`src/rtl/bcd_scan_pkg.sv`:
```
// Shared types for the BCD scan controller.
//   field_t : one 6-bit binary stopwatch field
//   digit_t : one BCD digit
//   state_t : conversion-pass FSM states
//   digits(): number of displayed digits for a given field count
package bcd_scan_pkg;

    typedef logic [5:0] field_t;
    typedef logic [3:0] digit_t;

    typedef enum logic [1:0] {
        IDLE,
        LOAD,
        SAMPLE,
        COMMIT
    } state_t;

    function automatic int unsigned digits(input int unsigned n);
        return 2 * n;
    endfunction

endpackage

```
`src/rtl/bcd_scan_div.sv`:
```
// Digit-scan prescaler: emits a one-cycle tick every SCAN_DIV clock cycles.
// Ports:
//   clk  in   system clock
//   rst  in   synchronous reset, active low
//   tick out  one-cycle pulse, first one SCAN_DIV cycles after reset release
module bcd_scan_div #(
    parameter int unsigned SCAN_DIV = 50000
) (
    input  logic clk,
    input  logic rst,
    output logic tick
);

    localparam int unsigned CW = (SCAN_DIV > 1) ? $clog2(SCAN_DIV) : 1;
    localparam logic [CW-1:0] LAST = CW'(SCAN_DIV - 1);

    logic [CW-1:0] cnt_q;

    always_ff @(posedge clk) begin
        if (!rst) begin
            cnt_q <= '0;
        end else if (cnt_q == LAST) begin
            cnt_q <= '0;
        end else begin
            cnt_q <= cnt_q + 1'b1;
        end
    end

    assign tick = (cnt_q == LAST);

endmodule

```
`src/rtl/bcd_scan_ctrl.sv`:
```
// Time-shares one external 6-bit-to-BCD converter across NUM_FIELDS stopwatch fields and
// drives a multiplexed 7-segment digit scan. A pass fills a shadow bank, which is copied to
// the display bank in a single cycle so the display never shows a torn value.
// Ports:
//   clk        in   system clock
//   rst        in   synchronous reset, active low
//   field_bin  in   field f at [6f+5:6f]; field 0 is rightmost
//   upd        in   update request pulse
//   busy       out  conversion pass in progress
//   cnv_data   out  registered converter operand
//   cnv_unit   in   converter units result
//   cnv_ten    in   converter tens result
//   dig_sel    out  active-low digit enables
//   dig_bcd    out  BCD value of the enabled digit
//   dig_dp     out  decimal point (units digit of fields 1..NUM_FIELDS-1)
// Build option: LEADING_ZERO_BLANK_EN blanks the most significant digit when it is zero.
module bcd_scan_ctrl
    import bcd_scan_pkg::*;
#(
    parameter int unsigned NUM_FIELDS = 3,
    parameter int unsigned SCAN_DIV   = 50000
) (
    input  logic                         clk,
    input  logic                         rst,
    input  logic [6*NUM_FIELDS-1:0]      field_bin,
    input  logic                         upd,
    output logic                         busy,
    output logic [5:0]                   cnv_data,
    input  logic [3:0]                   cnv_unit,
    input  logic [3:0]                   cnv_ten,
    output logic [2*NUM_FIELDS-1:0]      dig_sel,
    output logic [3:0]                   dig_bcd,
    output logic                         dig_dp
);

    localparam int unsigned DIGITS = digits(NUM_FIELDS);
    localparam int unsigned IW     = (NUM_FIELDS > 1) ? $clog2(NUM_FIELDS) : 1;
    localparam int unsigned DW     = $clog2(DIGITS);
    localparam logic [IW-1:0] LAST_IDX = IW'(NUM_FIELDS - 1);
    localparam logic [DW-1:0] LAST_DIG = DW'(DIGITS - 1);

    // ---------------- conversion pass ----------------
    state_t                        state_q, state_d;
    logic [IW-1:0]                 idx_q, idx_d;
    logic                          pend_q, pend_d;
    field_t [NUM_FIELDS-1:0]       snap_q, snap_d;
    field_t                        cnv_data_q, cnv_data_d;
    logic [NUM_FIELDS-1:0][7:0]    shadow_q, shadow_d;
    logic [NUM_FIELDS-1:0][7:0]    disp_q, disp_d;

    always_comb begin
        state_d    = state_q;
        idx_d      = idx_q;
        pend_d     = pend_q;
        snap_d     = snap_q;
        cnv_data_d = cnv_data_q;
        shadow_d   = shadow_q;
        disp_d     = disp_q;

        // Requests arriving mid-pass collapse into one extra pass; COMMIT handles upd itself.
        if (upd && (state_q == LOAD || state_q == SAMPLE)) begin
            pend_d = 1'b1;
        end

        unique case (state_q)
            IDLE: begin
                if (upd) begin
                    snap_d  = field_bin;
                    idx_d   = '0;
                    state_d = LOAD;
                end
            end
            LOAD: begin
                cnv_data_d = snap_q[idx_q];
                state_d    = SAMPLE;
            end
            SAMPLE: begin
                shadow_d[idx_q] = {cnv_ten, cnv_unit};
                if (idx_q == LAST_IDX) begin
                    state_d = COMMIT;
                end else begin
                    idx_d   = idx_q + 1'b1;
                    state_d = LOAD;
                end
            end
            COMMIT: begin
                disp_d = shadow_q;
                pend_d = 1'b0;
                if (pend_q || upd) begin
                    snap_d  = field_bin;
                    idx_d   = '0;
                    state_d = LOAD;
                end else begin
                    state_d = IDLE;
                end
            end
            default: state_d = IDLE;
        endcase
    end

    always_ff @(posedge clk) begin
        if (!rst) begin
            state_q    <= IDLE;
            idx_q      <= '0;
            pend_q     <= 1'b0;
            snap_q     <= '0;
            cnv_data_q <= '0;
            shadow_q   <= '0;
            disp_q     <= '0;
        end else begin
            state_q    <= state_d;
            idx_q      <= idx_d;
            pend_q     <= pend_d;
            snap_q     <= snap_d;
            cnv_data_q <= cnv_data_d;
            shadow_q   <= shadow_d;
            disp_q     <= disp_d;
        end
    end

    assign busy     = (state_q != IDLE);
    assign cnv_data = cnv_data_q;

    // ---------------- digit scan ----------------
    logic                tick;
    logic [DW-1:0]       scan_idx_q;
    logic [DIGITS-1:0]   dig_sel_q;
    digit_t              dig_bcd_q;
    logic                dig_dp_q;

    logic [IW-1:0]       scan_field;
    digit_t              cur_digit;
    logic                cur_dp;
    logic                blank;

    bcd_scan_div #(
        .SCAN_DIV (SCAN_DIV)
    ) u_div (
        .clk  (clk),
        .rst  (rst),
        .tick (tick)
    );

    always_comb begin
        scan_field = IW'(scan_idx_q >> 1);
        cur_digit  = scan_idx_q[0] ? disp_q[scan_field][7:4] : disp_q[scan_field][3:0];
        cur_dp     = !scan_idx_q[0] && (scan_field != '0);
`ifdef LEADING_ZERO_BLANK_EN
        blank      = (scan_idx_q == LAST_DIG) && (cur_digit == 4'd0);
`else
        blank      = 1'b0;
`endif
    end

    // scan_idx_q names the digit to be shown on the next tick, so the first tick shows d=0.
    always_ff @(posedge clk) begin
        if (!rst) begin
            scan_idx_q <= '0;
            dig_sel_q  <= '1;
            dig_bcd_q  <= '0;
            dig_dp_q   <= 1'b0;
        end else if (tick) begin
            scan_idx_q <= (scan_idx_q == LAST_DIG) ? '0 : scan_idx_q + 1'b1;
            dig_sel_q  <= blank ? '1 : ~(DIGITS'(1) << scan_idx_q);
            dig_bcd_q  <= blank ? 4'd0 : cur_digit;
            dig_dp_q   <= cur_dp && !blank;
        end
    end

    assign dig_sel = dig_sel_q;
    assign dig_bcd = dig_bcd_q;
    assign dig_dp  = dig_dp_q;

endmodule

```
`config.mk`:
```
export PLATFORM = sky130hd
export DESIGN_NAME = bcd_scan_ctrl
export DESIGN_NICKNAME = d
export VERILOG_FILES = /design/src/rtl/bcd_scan_pkg.sv /design/src/rtl/bcd_scan_div.sv /design/src/rtl/bcd_scan_ctrl.sv
export SDC_FILE = /design/constraint.sdc
export NUM_CORES = 1
export LEC_CHECK = 0
export CAP_MARGIN = 15
export CORE_MARGIN = 3
export CORE_UTILIZATION = 50
export CTS_CLUSTER_SIZE = 16
export DETAILED_ROUTE_END_ITERATION = 8
export GPL_TIMING_DRIVEN = 1
export MAX_ROUTING_LAYER = met4
export PLACE_DENSITY = 0.73
export SYNTH_ARGS = -nofsm -noshare
export SYNTH_HDL_FRONTEND = slang
export SYNTH_SLANG_ARGS = --single-unit
```
`constraint.sdc`:
```
create_clock -name clk -period 2.8 [get_ports clk]
set_input_delay 0.56 -clock clk [delete_from_list [all_inputs] [get_ports clk]]
set_output_delay 0.56 -clock clk [all_outputs]
set_load 0.005 [all_outputs]
```
==> results of run 1 <==
-- flip-flops by register name, indices dropped and copies added (netlist names), 3 cells and up --
name and count:
shadow_q 24, dig_bcd 4, cnv_data 6, snap_q 18
u_div.cnt_q 16, scan_idx_q 3, dig_sel 6, disp_q 24
-- worst paths after layout --
| check | start | slack (ps) | to |
|---|---|---|---|
| hold reg to reg | shadow_q[16] | 460 | shadow_q[16] |
| hold / removal | shadow_q[16] | 460 | shadow_q[16] |
| setup / recovery | state_q[0] | 430 | busy |
| setup reg to reg | state_q[0] | 680 | idx_q[0] |
-- cells in the mapped netlist --
library cell	n
a21oi_1	28
nor3_1	5
buf_4	1
a211oi_1	2
mux2i_1	52
inv_1	11
buf_2	3
o221ai_1	6
or4b_1	1
xnor2_1	13
xor2_1	2
a21bo_2	1
nand3_1	22
a21o_1	4
nor4_4	1
mux4_2	4
and3_1	3
buf_6	3
nand3b_1	1
nor2_1	81
nor4_1	3
a311oi_1	1
or4b_4	1
ha_1	12
inv_2	1
nand4_1	5
nand2_1	55
and2_1	2
o21ai_0	15
nand2b_1	3
a31oi_1	4
nand4b_1	1
clkbuf_1	21
dfxtp_1	107
nor4b_4	1
mux2_2	4
buf_1	1
o21ai_1	1
nor2b_1	1
-- per-layer routing --
metal	GRT usage [%]	part of all wire (%)
met4	3.523	0.95
met2	28.34	46
met5	-	0
met1	25.61	48
met3	4.429	5.0
-- cell families after synthesis --
| logic type | after synthesis | synth area share, % |
|---|---|---|
| and+or+nand+nor | 186 | 18.76 |
| DFF | 107 | 48.01 |
| AOI/OAI and AO/OA | 62 | 8.104 |
| muxes | 60 | 14.69 |
| buffers and inverters | 41 | 4.122 |
| xor gates and xnor gates | 15 | 2.945 |
| adders and majority gates | 12 | 3.365 |
-- worst max-delay path, delay by kind of cell, from the launching register on --
family	cells	cell delay [ps]
flops	1	470
buf+inv	3	740
fa+ha+maj	1	240
-- final cells by class --
| class | count | area (um^2) | share of cell area [%] |
|---|---|---|---|
| clock buffer | 10 | 137.6 | 2.669 |
| clock inverter | 5 | 53.80 | 1.043 |
| inverter | 12 | 45.04 | 0.8736 |
| multi-input combinational | 335 | 2136 | 41.42 |
| sequential | 107 | 2142 | 41.54 |
| tap | 105 | 131.4 | 2.548 |
| timing repair buffer | 51 | 510.5 | 9.901 |
-- where the power goes --
group	switching [mW]	leakage, nW	total, mW	internal [mW]
Clock	0.491	0.102	0.921	0.430
Combinational	0.453	0.869	0.871	0.417
Sequential	0.103	0.868	1.78	1.68
-- stage by stage --
step                utilization (%)  std cells  area, um^2
finish                        61.22        625        5156
global route                  61.22        625        5156
CTS                           61.22        625        5156
detailed placement            58.94        610        4965
global placement              58.94        610        4965
floorplan                         -        483        4462
==> metrics.txt, run 1 <==
maximum vdd ir drop 0.0008154 V; grt ovf 0; min-delay worst type flop to flop; hold depth 2; Clock Root Buffer clkbuf_8; Max H-tree Level 3; Pins Over Slew Limit 0; CP Data Required Time ~2200 ps; number of antenna violations at the first check in global routing 0; minimum clock period 2372 ps; antenna viol nets, final 0; Max-Cap Viols 0; Cell Pwr Density 693.4 mW/mm^2; postcts setup bufs 0; Post-Syn Instances around 480; dpl hpwl 5903 um; final setup vio count 0; cell area after synthesis 0.004462 mm^2; r2r worst-path depth 6; # port buffers 46; Longest Clk Path Bufs 2; status finished, final reports clean; FP Rows 33; Least-Margin Pin Slew 707.6 ps; post_cts resized 0; Vias/cell between 5 and 6; leading cell type in the layout, fill and taps excluded dfxtp_1; Total Power 3.575 mW; pin count of the biggest net entering global routing between 80 and 90; core region area approximately 0.0084 mm^2; most frequent CP cell inv_1; share of layout cells above drive strength 1 between 6 and 7%; most frequent cells in the layout 107 x dfxtp_1, 81 x nor2_1, 55 x nand2_1, 52 x mux2i_1, 46 x clkdlybuf4s50_1; DIE AREA 0.01009 mm^2; startpoint types flop; top cell type by total area after synthesis dfxtp_1; Fin. Hold Viols 0; cells along the critical path inv_1 > ha_1 > inv_1 > clkdlybuf4s50_1; GR Util All Layers a little under a fifth; ranking of synthesized cells by area dfxtp_1 48%, mux2i_1 12%, nor2_1 6.8%, nand2_1 4.6%, ha_1 3.4%; DRC 0; Reg clk slew, reported paths 90 ps; Synth cell types 39; Die Width 100.5 um; routed length per instance 13.83 um; Routed WL 8641 um; fmax 421.5 MHz; Max FO, Critical Path 7; first-pass GRT wire length 14900 um; Initial Util 52.97%; RSZ-0062 raised after global routing no; DR vias between 3000 and 4000; yosys warns 0; drt first pass iters 4; IO Count 47; fin crit share a little over four fifths; CP Data Arrival Time 1810 ps; Leakage Power 1.839 nW; Mapped Nets roughly 520; setup_tns 0 ps; Yosys top cell area share between 40% and 50%; Area Growth Syn to Fin 15.56%; GPL Wtd Cong 0.8331; critical setup path kind flop to output pin; CTS Buf Count 9; critical path's largest stage delay 510 ps; setup slack at placement 519.3 ps; # fillers 737; Worst path slowest cell clkdlybuf4s50_1; drt initial violations 164; Chip Height 100.5 um; flops & latches, synth roughly 110; final hold slack approximately 460 ps; relative slew slack 52.82%; # clock sinks 107; CTS tree done; Crit. End Element output pin; final-stage net count 557; clk_skew 10.29 ps; mean area per synthesized cell 9.238 um^2; proportion of synthesized chip area in sequential cells 48.01%; number of global-route vias before repair between 3000 and 4000; Antenna Cells 0; fin worst setup slack roughly 430 ps; Hold-fix buffers, CTS 0; Skew-Pair Late Insertion Delay 360 ps
Power figures use the tool's default switching activity.
==> inputs of run 2 (changes only) <==
- clock period: 2.8 -> 2.2 ns (I/O delays scaled with it)
==> run 2 against run 1 <==
Sequential share of layout area shrank 0.80 points; wire length grew 5.9%; critical path depth is the same; non-clock buffer count grew 7; clock power grew 52%; die area is the same; clock skew grew 1.7 ps; design area grew 2.3%; sequential power grew 28%; core utilization grew 1.4 points; largest power group unchanged; flip-flop and latch count is the same; highest routed layer unchanged; worst hold slack gained 3.8 ps; critical endpoint unchanged.
==> metrics.txt, run 2 (synthesis gave the netlist of run 1 again) <==
status finished, final reports clean; share of layout cells above drive strength 1 7.955% (+1.6 points); GPL Wtd Cong 0.8009 (-3.9%); minimum clock period 2123 ps; maximum vdd ir drop 0.0009400 V (+15%); Vias/cell 5.332 (-1.6%); Max H-tree Level 3 (unchanged); Antenna Cells 0 (unchanged); startpoint types flop; final setup vio count 0 (unchanged); pin count of the biggest net entering global routing 80 (-1.2%); setup_tns 0 ps (unchanged); GR Util All Layers 19.22% (+0.61 points); # fillers 739 (+0.27%); Leakage Power 1.895 nW (+3.1%); CP Data Arrival Time 1680 ps (-130 ps); hold path start shadow_q[14]; DR vias 3375 (-0.35%); CTS Buf Count 9 (unchanged); Max FO, Critical Path 7 (unchanged); Clock Root Buffer clkbuf_8; P_int 3.500 mW (+38%); r2r worst-path depth 5 (-1); Routed WL 9153 um (+5.9%); fmax approximately 470 MHz; # clock sinks 107 (unchanged); worst r2r src u_div.cnt_q[4]; grt ovf 0 (unchanged); Initial Util 52.97% (unchanged); clock share of power 28.7% (+2.9 points); final hold slack 461.7 ps (+3.813 ps); post-place instance area 0.005022 mm^2 (+1.2%); DIE AREA 0.01009 mm^2 (unchanged); relative slew slack 63.48% (+11 points); Hold Path End shadow_q[14]; Pins Over Slew Limit 0 (unchanged); IO Count 47 (unchanged); fin crit share between 90 and 100%; Die Width 100.5 um (unchanged); CTS tree done; core region area 0.008423 mm^2 (unchanged); Least-Margin Pin Slew 547.0 ps (-160.7 ps); min-delay worst type flop to flop; Comb pwr share 24.9% (+0.5 points); Flop pwr share 46.4% (-3.5 points); Crit. End Element output pin; Cell Pwr Density 925.3 mW/mm^2 (+33%); hold depth 2 (unchanged); Reg clk slew, reported paths 100 ps (about the same); switching share of power 28.32% (-0.99 points); Area Growth Syn to Fin 18.26%; Skew-Pair Late Insertion Delay 360 ps (about the same); Max-Cap Viols 0 (unchanged); DRC 0 (unchanged); antenna viol nets, final 0 (unchanged); Fin. Hold Viols 0 (unchanged); routed length per instance 14.46 um (+4.6%); RSZ-0062 raised after global routing no; CP Data Required Time 1760 ps (-480 ps); number of antenna violations at the first check in global routing 0 (unchanged); clk_skew 11.97 ps (+1.680 ps); final-stage net count 564 (+1.3%); reg-to-reg slack, setup 300 ps (-380 ps); critical setup path kind flop to output pin; Chip Height 100.5 um (unchanged); leading cell type in the layout, fill and taps excluded dfxtp_1; Crit Reg-Reg Endpoint dig_sel[1]; Hold-fix buffers, CTS 0 (unchanged); # port buffers 46 (unchanged); Longest Clk Path Bufs 2 (unchanged); drt first pass iters 4 (unchanged); final instance area 0.005276 mm^2 (+2.3%); top flop regs disp_q: 24 flops, shadow_q: 24 flops, snap_q: 18 flops; first-pass GRT wire length 15290 um (+2.6%); FP Rows 33 (unchanged); drt initial violations 180 (+9.8%); Switching Power 1.382 mW (+32%); number of global-route vias before repair 3283 (+3.9%); dpl hpwl 6362 um (+7.8%); most frequent cells in the layout 105 x dfxtp_1, 81 x nor2_1, 55 x nand2_1, 52 x mux2i_1, 46 x clkdlybuf4s50_1
==> run 2: cell types whose count changed in the layout (fill, tap and decap cells not counted) <==
cell        before  now
buf_4            4   10
bufinv_16        1    3
clkinv_2         3    1
dfxtp_1        107  105
dfxtp_4          0    2
buf_12           1    2
clkbuf_1         0    1
clkbuf_8        10    9
clkinv_4         1    0
clkinvlp_4       0    1
inv_6            0    1
==> run 2: area by class of cell <==
type,instances,area [um^2],share of cell area [%]
sequential,107,2150,40.74
multi-input combinational,335,2136,40.48
timing repair buffer,58,575.6,10.91
tap,105,131.4,2.490
clock buffer,10,127.6,2.419
clock inverter,6,111.4,2.111
inverter,12,45.04,0.8537
==> run 2: repair_timing <==
item                       4_1_cts  5_1_grt
setup endpoints to repair        1        1
buffers inserted                 0        1
gates cloned                     0        0
gates resized for setup          3        1
==> run 2: critical path: stages, from the launching register on <==
cell	delay, ps
dfxtp_4	390
inv_1	100
ha_1	220
inv_1	110
clkdlybuf4s50_1	520
==> run 2: power by group through the flow <==
stage / Sequential (mW) / Clock [mW] / Combinational, mW
after floorplan: 2.28 / 0 / 0.799
after global placement: 2.30 / 0 / 1.15
after detailed placement: 2.31 / 0 / 1.18
after CTS: 2.28 / 1.43 / 1.19
after global routing: 2.29 / 1.51 / 1.33
final: 2.27 / 1.40 / 1.21
==> run 2: stage by stage <==
| step | utilization, % | power, mW | setup slack [ps] | cells |
|---|---|---|---|---|
| 2_1_floorplan | - | 3.083 | 298.6 | 483 |
| 3_3_place_gp | 59.63 | 3.448 | 325.6 | 616 |
| 3_5_place_dp | 59.63 | 3.498 | 236.4 | 616 |
| 4_1_cts | 62.52 | 4.904 | 21.14 | 632 |
| 5_1_grt | 62.64 | 5.128 | 4.069 | 633 |
| 6_report | 62.64 | 4.882 | 76.60 | 633 |
==> run 2: metal layers <==
layer	vias up	routed length, um	global-route usage, %
li1	1720	-	-
met1	1590	4441	24.67
met2	53	4254	29.97
met3	12	356	4.844
met4	0	100	6.010
met5	-	0	-
==> run 2: how the worst max path moves through the flow <==
stage                          start         to
after CTS                 state_q[1]       busy
after detailed placement         upd  snap_q[3]
final                     state_q[1]       busy
after global routing      state_q[1]       busy
after global placement           upd  snap_q[6]
after floorplan             idx_q[0]   idx_q[1]
